## src/rtl/picosoc_iomem_router_if.sv

```systemverilog
// PicoRV32 iomem bus bundle: CPU-side request/response plus the broadcast slave channels.
// The router takes the slave modport; the CPU/peripheral environment takes the master modport.
interface picosoc_iomem_router_if #(
    parameter int unsigned NUM_SLAVES = 8
) ();
    logic                      iomem_valid;
    logic                      iomem_instr;
    logic [3:0]                iomem_wstrb;
    logic [31:0]               iomem_addr;
    logic [31:0]               iomem_wdata;
    logic                      iomem_ready;
    logic [31:0]               iomem_rdata;

    logic [NUM_SLAVES-1:0]     s_valid;
    logic                      s_instr;
    logic [3:0]                s_wstrb;
    logic [31:0]               s_addr;
    logic [31:0]               s_wdata;
    logic [NUM_SLAVES-1:0]     s_ready;
    logic [NUM_SLAVES*32-1:0]  s_rdata;

    modport slave (
        input  iomem_valid, iomem_instr, iomem_wstrb, iomem_addr, iomem_wdata,
        output iomem_ready, iomem_rdata,
        output s_valid, s_instr, s_wstrb, s_addr, s_wdata,
        input  s_ready, s_rdata
    );

    modport master (
        output iomem_valid, iomem_instr, iomem_wstrb, iomem_addr, iomem_wdata,
        input  iomem_ready, iomem_rdata,
        input  s_valid, s_instr, s_wstrb, s_addr, s_wdata,
        output s_ready, s_rdata
    );
endinterface

```

## src/rtl/picosoc_iomem_router.sv

```systemverilog
// Page-decoded iomem interconnect: routes each request to one slave, registers the response,
// and error-terminates unmapped (and, with PICOSOC_IOMEM_TIMEOUT_EN defined, stalled) accesses.
module picosoc_iomem_router #(
    parameter int unsigned              NUM_SLAVES     = 8,
    parameter logic [NUM_SLAVES*8-1:0]  SLAVE_PAGE     = {8'h00, 8'h02, 8'h03, 8'h04,
                                                          8'h05, 8'h06, 8'h07, 8'h08},
    parameter int unsigned              TIMEOUT_CYCLES = 1023,
    parameter logic [31:0]              ERR_RDATA      = 32'hDEAD_BEEF
) (
    input  logic                          clk,
    input  logic                          reset,
    picosoc_iomem_router_if.slave         bus,
    output logic                          err_o,
    output logic [1:0]                    err_code_o,
    output logic [31:0]                   err_addr_o,
    output logic [7:0]                    err_count_o
);

    localparam int unsigned SEL_W = (NUM_SLAVES > 1) ? $clog2(NUM_SLAVES) : 1;

    if (NUM_SLAVES < 1 || NUM_SLAVES > 16 || TIMEOUT_CYCLES < 1) begin : g_param_check
        $error("picosoc_iomem_router: parameter out of range");
    end

    typedef enum logic [1:0] {IDLE, ACTIVE, RESP} state_e;

    state_e                 state_q, state_d;
    logic [SEL_W-1:0]       sel_q, sel_d;
    logic [NUM_SLAVES-1:0]  s_valid_q, s_valid_d;
    logic                   s_instr_q, s_instr_d;
    logic [3:0]             s_wstrb_q, s_wstrb_d;
    logic [31:0]            s_addr_q, s_addr_d;
    logic [31:0]            s_wdata_q, s_wdata_d;
    logic                   ready_q, ready_d;
    logic [31:0]            rdata_q, rdata_d;
    logic                   err_q, err_d;
    logic [1:0]             err_code_q, err_code_d;
    logic [31:0]            err_addr_q, err_addr_d;
    logic [7:0]             err_count_q, err_count_d;

    logic                   hit_c;
    logic [SEL_W-1:0]       hit_idx_c;
    logic                   sel_ready_c;
    logic [31:0]            sel_rdata_c;
    logic                   to_hit_c;
    logic [7:0]             err_count_inc_c;

    // Page decode; the first entry of the SLAVE_PAGE concatenation is slave 0, lowest match wins
    always_comb begin
        hit_c     = 1'b0;
        hit_idx_c = '0;
        for (int i = 0; i < NUM_SLAVES; i++) begin
            if (!hit_c && (bus.iomem_addr[31:24] == SLAVE_PAGE[8*(NUM_SLAVES-1-i) +: 8])) begin
                hit_c     = 1'b1;
                hit_idx_c = SEL_W'(i);
            end
        end
    end

    always_comb begin
        sel_ready_c = 1'b0;
        sel_rdata_c = '0;
        for (int i = 0; i < NUM_SLAVES; i++) begin
            if (sel_q == SEL_W'(i)) begin
                sel_ready_c = bus.s_ready[i];
                sel_rdata_c = bus.s_rdata[32*i +: 32];
            end
        end
    end

`ifdef PICOSOC_IOMEM_TIMEOUT_EN
    localparam int unsigned TO_W = $clog2(TIMEOUT_CYCLES + 1);

    logic [TO_W-1:0] to_cnt_q, to_cnt_d;

    assign to_hit_c = (to_cnt_q == TO_W'(TIMEOUT_CYCLES));

    always_comb begin
        to_cnt_d = to_cnt_q;
        if (state_q != ACTIVE && state_d == ACTIVE) begin
            to_cnt_d = '0;
        end else if (state_q == ACTIVE && !sel_ready_c && !to_hit_c) begin
            to_cnt_d = to_cnt_q + TO_W'(1);
        end
    end

    always_ff @(posedge clk) begin
        if (reset) begin
            to_cnt_q <= '0;
        end else begin
            to_cnt_q <= to_cnt_d;
        end
    end
`else
    assign to_hit_c = 1'b0;
`endif

    assign err_count_inc_c = (err_count_q == 8'hFF) ? err_count_q : err_count_q + 8'd1;

    always_ff @(posedge clk) begin
        if (reset) begin
            state_q <= IDLE;
        end else begin
            state_q <= state_d;
        end
    end

    always_comb begin
        state_d = state_q;
        case (state_q)
            IDLE:    if (bus.iomem_valid) state_d = hit_c ? ACTIVE : RESP;
            ACTIVE:  if (sel_ready_c || to_hit_c) state_d = RESP;
            RESP:    state_d = IDLE;
            default: state_d = IDLE;
        endcase
    end

    // Next values of every registered output; slave ready always beats the timeout
    always_comb begin
        sel_d       = sel_q;
        s_valid_d   = '0;
        s_instr_d   = s_instr_q;
        s_wstrb_d   = s_wstrb_q;
        s_addr_d    = s_addr_q;
        s_wdata_d   = s_wdata_q;
        ready_d     = 1'b0;
        rdata_d     = rdata_q;
        err_d       = 1'b0;
        err_code_d  = err_code_q;
        err_addr_d  = err_addr_q;
        err_count_d = err_count_q;
        case (state_q)
            IDLE: begin
                if (bus.iomem_valid) begin
                    s_instr_d = bus.iomem_instr;
                    s_wstrb_d = bus.iomem_wstrb;
                    s_addr_d  = bus.iomem_addr;
                    s_wdata_d = bus.iomem_wdata;
                    sel_d     = hit_idx_c;
                    if (hit_c) begin
                        s_valid_d[hit_idx_c] = 1'b1;
                    end else begin
                        ready_d     = 1'b1;
                        rdata_d     = ERR_RDATA;
                        err_d       = 1'b1;
                        err_code_d  = 2'b01;
                        err_addr_d  = bus.iomem_addr;
                        err_count_d = err_count_inc_c;
                    end
                end
            end
            ACTIVE: begin
                if (sel_ready_c) begin
                    ready_d = 1'b1;
                    rdata_d = sel_rdata_c;
                end else if (to_hit_c) begin
                    ready_d     = 1'b1;
                    rdata_d     = ERR_RDATA;
                    err_d       = 1'b1;
                    err_code_d  = 2'b10;
                    err_addr_d  = s_addr_q;
                    err_count_d = err_count_inc_c;
                end else begin
                    s_valid_d = s_valid_q;
                end
            end
            default: ;
        endcase
    end

    always_ff @(posedge clk) begin
        if (reset) begin
            sel_q       <= '0;
            s_valid_q   <= '0;
            s_instr_q   <= 1'b0;
            s_wstrb_q   <= '0;
            s_addr_q    <= '0;
            s_wdata_q   <= '0;
            ready_q     <= 1'b0;
            rdata_q     <= '0;
            err_q       <= 1'b0;
            err_code_q  <= '0;
            err_addr_q  <= '0;
            err_count_q <= '0;
        end else begin
            sel_q       <= sel_d;
            s_valid_q   <= s_valid_d;
            s_instr_q   <= s_instr_d;
            s_wstrb_q   <= s_wstrb_d;
            s_addr_q    <= s_addr_d;
            s_wdata_q   <= s_wdata_d;
            ready_q     <= ready_d;
            rdata_q     <= rdata_d;
            err_q       <= err_d;
            err_code_q  <= err_code_d;
            err_addr_q  <= err_addr_d;
            err_count_q <= err_count_d;
        end
    end

    assign bus.iomem_ready = ready_q;
    assign bus.iomem_rdata = rdata_q;
    assign bus.s_valid     = s_valid_q;
    assign bus.s_instr     = s_instr_q;
    assign bus.s_wstrb     = s_wstrb_q;
    assign bus.s_addr      = s_addr_q;
    assign bus.s_wdata     = s_wdata_q;
    assign err_o           = err_q;
    assign err_code_o      = err_code_q;
    assign err_addr_o      = err_addr_q;
    assign err_count_o     = err_count_q;

endmodule

```

## src/flat_wrapper.sv

```systemverilog
// flat-port wrapper written by rule: the top's interface ports become plain ports
module picosoc_iomem_router_flat 
#(
    parameter int unsigned              NUM_SLAVES     = 8,
    parameter logic [NUM_SLAVES*8-1:0]  SLAVE_PAGE     = {8'h00, 8'h02, 8'h03, 8'h04,
                                                          8'h05, 8'h06, 8'h07, 8'h08},
    parameter int unsigned              TIMEOUT_CYCLES = 1023,
    parameter logic [31:0]              ERR_RDATA      = 32'hDEAD_BEEF
)
  (clk, reset, err_o, err_code_o, err_addr_o, err_count_o, bus_iomem_valid, bus_iomem_instr, bus_iomem_wstrb, bus_iomem_addr, bus_iomem_wdata, bus_iomem_ready, bus_iomem_rdata, bus_s_valid, bus_s_instr, bus_s_wstrb, bus_s_addr, bus_s_wdata, bus_s_ready, bus_s_rdata);
  picosoc_iomem_router_if #(.NUM_SLAVES(NUM_SLAVES)) bus_i ();
  input  logic clk;
  input  logic reset;
  output logic err_o;
  output logic [1:0] err_code_o;
  output logic [31:0] err_addr_o;
  output logic [7:0] err_count_o;
  input wire logic [$bits(bus_i.iomem_valid)-1:0] bus_iomem_valid;
  input wire logic [$bits(bus_i.iomem_instr)-1:0] bus_iomem_instr;
  input wire logic [$bits(bus_i.iomem_wstrb)-1:0] bus_iomem_wstrb;
  input wire logic [$bits(bus_i.iomem_addr)-1:0] bus_iomem_addr;
  input wire logic [$bits(bus_i.iomem_wdata)-1:0] bus_iomem_wdata;
  output wire logic [$bits(bus_i.iomem_ready)-1:0] bus_iomem_ready;
  output wire logic [$bits(bus_i.iomem_rdata)-1:0] bus_iomem_rdata;
  output wire logic [$bits(bus_i.s_valid)-1:0] bus_s_valid;
  output wire logic [$bits(bus_i.s_instr)-1:0] bus_s_instr;
  output wire logic [$bits(bus_i.s_wstrb)-1:0] bus_s_wstrb;
  output wire logic [$bits(bus_i.s_addr)-1:0] bus_s_addr;
  output wire logic [$bits(bus_i.s_wdata)-1:0] bus_s_wdata;
  input wire logic [$bits(bus_i.s_ready)-1:0] bus_s_ready;
  input wire logic [$bits(bus_i.s_rdata)-1:0] bus_s_rdata;
  assign bus_i.iomem_valid = bus_iomem_valid;
  assign bus_i.iomem_instr = bus_iomem_instr;
  assign bus_i.iomem_wstrb = bus_iomem_wstrb;
  assign bus_i.iomem_addr = bus_iomem_addr;
  assign bus_i.iomem_wdata = bus_iomem_wdata;
  assign bus_iomem_ready = bus_i.iomem_ready;
  assign bus_iomem_rdata = bus_i.iomem_rdata;
  assign bus_s_valid = bus_i.s_valid;
  assign bus_s_instr = bus_i.s_instr;
  assign bus_s_wstrb = bus_i.s_wstrb;
  assign bus_s_addr = bus_i.s_addr;
  assign bus_s_wdata = bus_i.s_wdata;
  assign bus_i.s_ready = bus_s_ready;
  assign bus_i.s_rdata = bus_s_rdata;
  picosoc_iomem_router #(.NUM_SLAVES(NUM_SLAVES), .SLAVE_PAGE(SLAVE_PAGE), .TIMEOUT_CYCLES(TIMEOUT_CYCLES), .ERR_RDATA(ERR_RDATA)) u_core (.clk(clk), .reset(reset), .bus(bus_i), .err_o(err_o), .err_code_o(err_code_o), .err_addr_o(err_addr_o), .err_count_o(err_count_o));
endmodule
```

## config.mk

```make
export PLATFORM = sky130hd
export DESIGN_NAME = picosoc_iomem_router_flat
export DESIGN_NICKNAME = d
export VERILOG_FILES = /design/src/rtl/picosoc_iomem_router_if.sv /design/src/rtl/picosoc_iomem_router.sv /design/src/flat_wrapper.sv
export SDC_FILE = /design/constraint.sdc
export NUM_CORES = 1
export LEC_CHECK = 0
export BUFFER_PORTS_ARGS = -buffer_cell sky130_fd_sc_hd__buf_2
export CAP_MARGIN = 20
export CORE_AREA = 2 2 192 194
export DETAILED_ROUTE_END_ITERATION = 7
export DIE_AREA = 0 0 194 196
export PLACE_DENSITY = 0.54
export SYNTH_ARGS = -nofsm -noshare
export SYNTH_HDL_FRONTEND = slang
export SYNTH_SLANG_ARGS = --single-unit
```

## constraint.sdc

```tcl
create_clock -name clk -period 2.7 [get_ports clk]
set_input_delay 0.54 -clock clk [delete_from_list [all_inputs] [get_ports clk]]
set_output_delay 0.54 -clock clk [all_outputs]
set_load 0.02 [all_outputs]
```

==> impl_metrics.ini <==
[global_route]
grt_pass1_wl_um = 54300
grt-ovfl-total = 0
antenna_found_initial = 16
grt_usage_pct = 18.7
met1_usage_pct = 22.2
grtUsageMet3_pct = 4.06
grt_pass1_vias = 8767
met2_usage_pct = 34.1
grt_most_used_layer = met2
grt_max_degree = 102

[critical_path]
cp.arrival_ns = 2.76
reg2reg_from = u_core.sel_q[0]
path_cells = buf_4 > or2_1 > o221a_2 > a21o_2 > nor3_1 > a311oi_1
cp_slowest_cell = a21o_2
required_ns = 3.03
critPathMaxStageDelay_ns = 0.78
critPathCaptureType = flop
cp_max_fo = 50
critPathKind = flop to flop
startpoint = u_core.sel_q[0]
critPathLaunchType = flop

[sta]
rsz0062_at_grt = no
post-route-period-util_pct = 90.0
hold_viol_final = 0
maxSlewHeadroom_pct = 34.9
whs_ns = 0.349
setup-tns-final_ns = 0
slew_violations = 0
worst_slew_pin_slew_ns = 0.977
skew_ns = 0.0121
post-route-min-period_ns = 2.43
fmaxAchievable_mhz = 412
finalSetupViolations = 0

[detailed_routing]
first_pass_iters = 4
vias = 9046
drc = 0
wl_per_cell_um = 19.1
drt_iter0_drc = 427
drt-total-wl_um = 36700
viasPerCell = 4.71
detail-route-antenna-nets = 0

[logic_synthesis]
synth_top_area_share_pct = 38.4
synth_fa_ha_area_share_pct = 0.153
synth_area_leader_cell = dfxtp_1
syn-num-nets = 1330
synth_edf_count = 0
synth-xor-area-share_pct = 0.642
netlist_instances = 993
avgSynthCellArea_um2 = 8.24
yosys_warnings = 0
yosysSeqAreaShare_pct = 38.4
yosys_most_used_dff = dfxtp_1
synth_mux_area_share_pct = 10.3
synth.distinct_cells = 52
synth_top_family_by_area = compound AO/OA/AOI/OAI gates
yosysMostFrequentCell = nand2_1
syn_area_mm2 = 0.00819
synth-async-reset-ratio_pct = 0
synth_area_leaders = dfxtp_1, nand2_1, a21oi_1, mux2i_1, mux4_2
synth_common_cells = nand2_1, dfxtp_1, a21oi_1
ys_ff_latch = 157
yosys.area_share.simple_pct = 20.3
synth_compound_area_share_pct = 24.1

[power]
total_power_mw = 6.00
total_leakage_power_nw = 5.21
vdd_drop_max_mv = 0.337
cellPowerDensity_mw_per_mm2 = 513

[status]
status = completed

[job]
cap_violations = 0

[cts]
cts.sinks = 157
clk_latency_ns = 0.42
cts_buffers = 17
cts_resized = 0
cts_buffer_depth = 2
cts-root-buf = clkbuf_16
clk_pin_slew_ns = 0.07
ctsHoldBuffers = 0
cts_tree = built
post_cts_buffers = 0
h-tree-depth = 4

[final_layout]
syn_to_final_growth_pct = 42.7
nets = 1771
stdcell_area_mm2 = 0.0117
drive_above_1_share_pct = 44.9

[placement]
gp_congestion = 0.869
placedInstanceArea_mm2 = 0.0111
hpwl_um = 28900
portBuffers = 487

[die]
die_w_um = 194
fp.dieH_um = 196
rows = 70
core_mm2 = 0.0361
initial_core_util_pct = 22.7
die-area_mm2 = 0.0380
pin_count = 489

[worst_hold_path]
hold_class = primary input to flop
hold_start = bus_iomem_wdata[7]
[report_power, final]
part / switching [mW] / internal, mW
registers: 0.0702 / 2.44
logic: 0.645 / 0.463
clock network: 1.03 / 1.35
total: 1.74 / 4.25
[worst paths after layout]
kind / slack (ns) / cells after the start / to
setup / recovery: 0.27 / 6 / u_core.bus.iomem_rdata[18]
hold / removal: 0.35 / 3 / u_core.bus.s_wdata[7]
setup reg to reg: 0.27 / 6 / u_core.bus.iomem_rdata[18]
hold reg to reg: 0.45 / 2 / u_core.bus.s_addr[5]
[cells in the final DEF, fill, tap and decap left out, types with 18 or more instances in the layout]
master	synthesis	routed
a211oi_1	24	24
a21oi_1	110	109
a21oi_2	27	28
a22o_1	30	30
buf_2	24	486
buf_4	5	22
clkbuf_16	0	18
dfxtp_1	157	154
mux2_2	21	21
mux2i_1	34	34
nand2_1	194	193
nand2_2	27	28
nand2b_1	18	18
nand3_1	19	19
nor2_1	37	36
nor3_1	36	36
[per-layer routing]
metal / vias up / share of wire, %
met3: 41 / 5.9
met5: - / 0.15
li1: 4406 / -
met2: 354 / 52
met4: 8 / 1.6
met1: 4237 / 41
[cell type report]
| cell class | instances | area [um2] |
|---|---|---|
| Timing Repair Buffer | 514 | 2710 |
| Sequential cell | 157 | 3150 |
| Tap cell | 468 | 586 |
| Inverter | 16 | 60.1 |
| Clock buffer | 23 | 509 |
| Multi-Input combinational cell | 728 | 4570 |
| Fill cell | 3928 | 24400 |
| Antenna cell | 6 | 15.0 |
| Clock inverter | 9 | 75.1 |
[logic make-up (layout without fill, tap and decap cells)]
group,after synthesis,after routing
AOI/OAI and AO/OA,287,287
adders and majority gates,1,1
buffers and inverters,108,562
xor gates and xnor gates,6,6
muxes,67,67
and+or+nand+nor,366,366
other,1,7
DFF,157,157
[stage by stage]
stage          worst slack, ns  util [%]  std cells
2_1_floorplan            0.584         -        993
3_3_place_gp             0.238      30.7       1883
3_5_place_dp             0.156      30.7       1883
4_1_cts                  0.128      32.3       1915
5_1_grt                 0.0387      32.4       1919
6_report                 0.270      32.4       1921
[registers in the layout (all words and copies together), names as in the netlist]
signal	cells
u_core.bus.iomem_rdata	32
u_core.err_count_o	8
u_core.err_addr_o	32
u_core.bus.iomem_ready	1
u_core.bus.s_wstrb	4
u_core.bus.s_valid	8
u_core.bus.s_wdata	32
u_core.err_code_o	1
u_core.bus.s_addr	32
u_core.state_q	2
u_core.bus.s_instr	1
u_core.sel_q	3
u_core.err_o	1
[worst max-delay path: cells and delay by family (launching register included)]
family                 cells  cell delay [ns]
DFF                        1             0.37
AOI/OAI and AO/OA          3             1.33
buffers and inverters      1             0.26
and+or+nand+nor            2             0.38
Note: power is estimated with default switching activity, not from simulation.
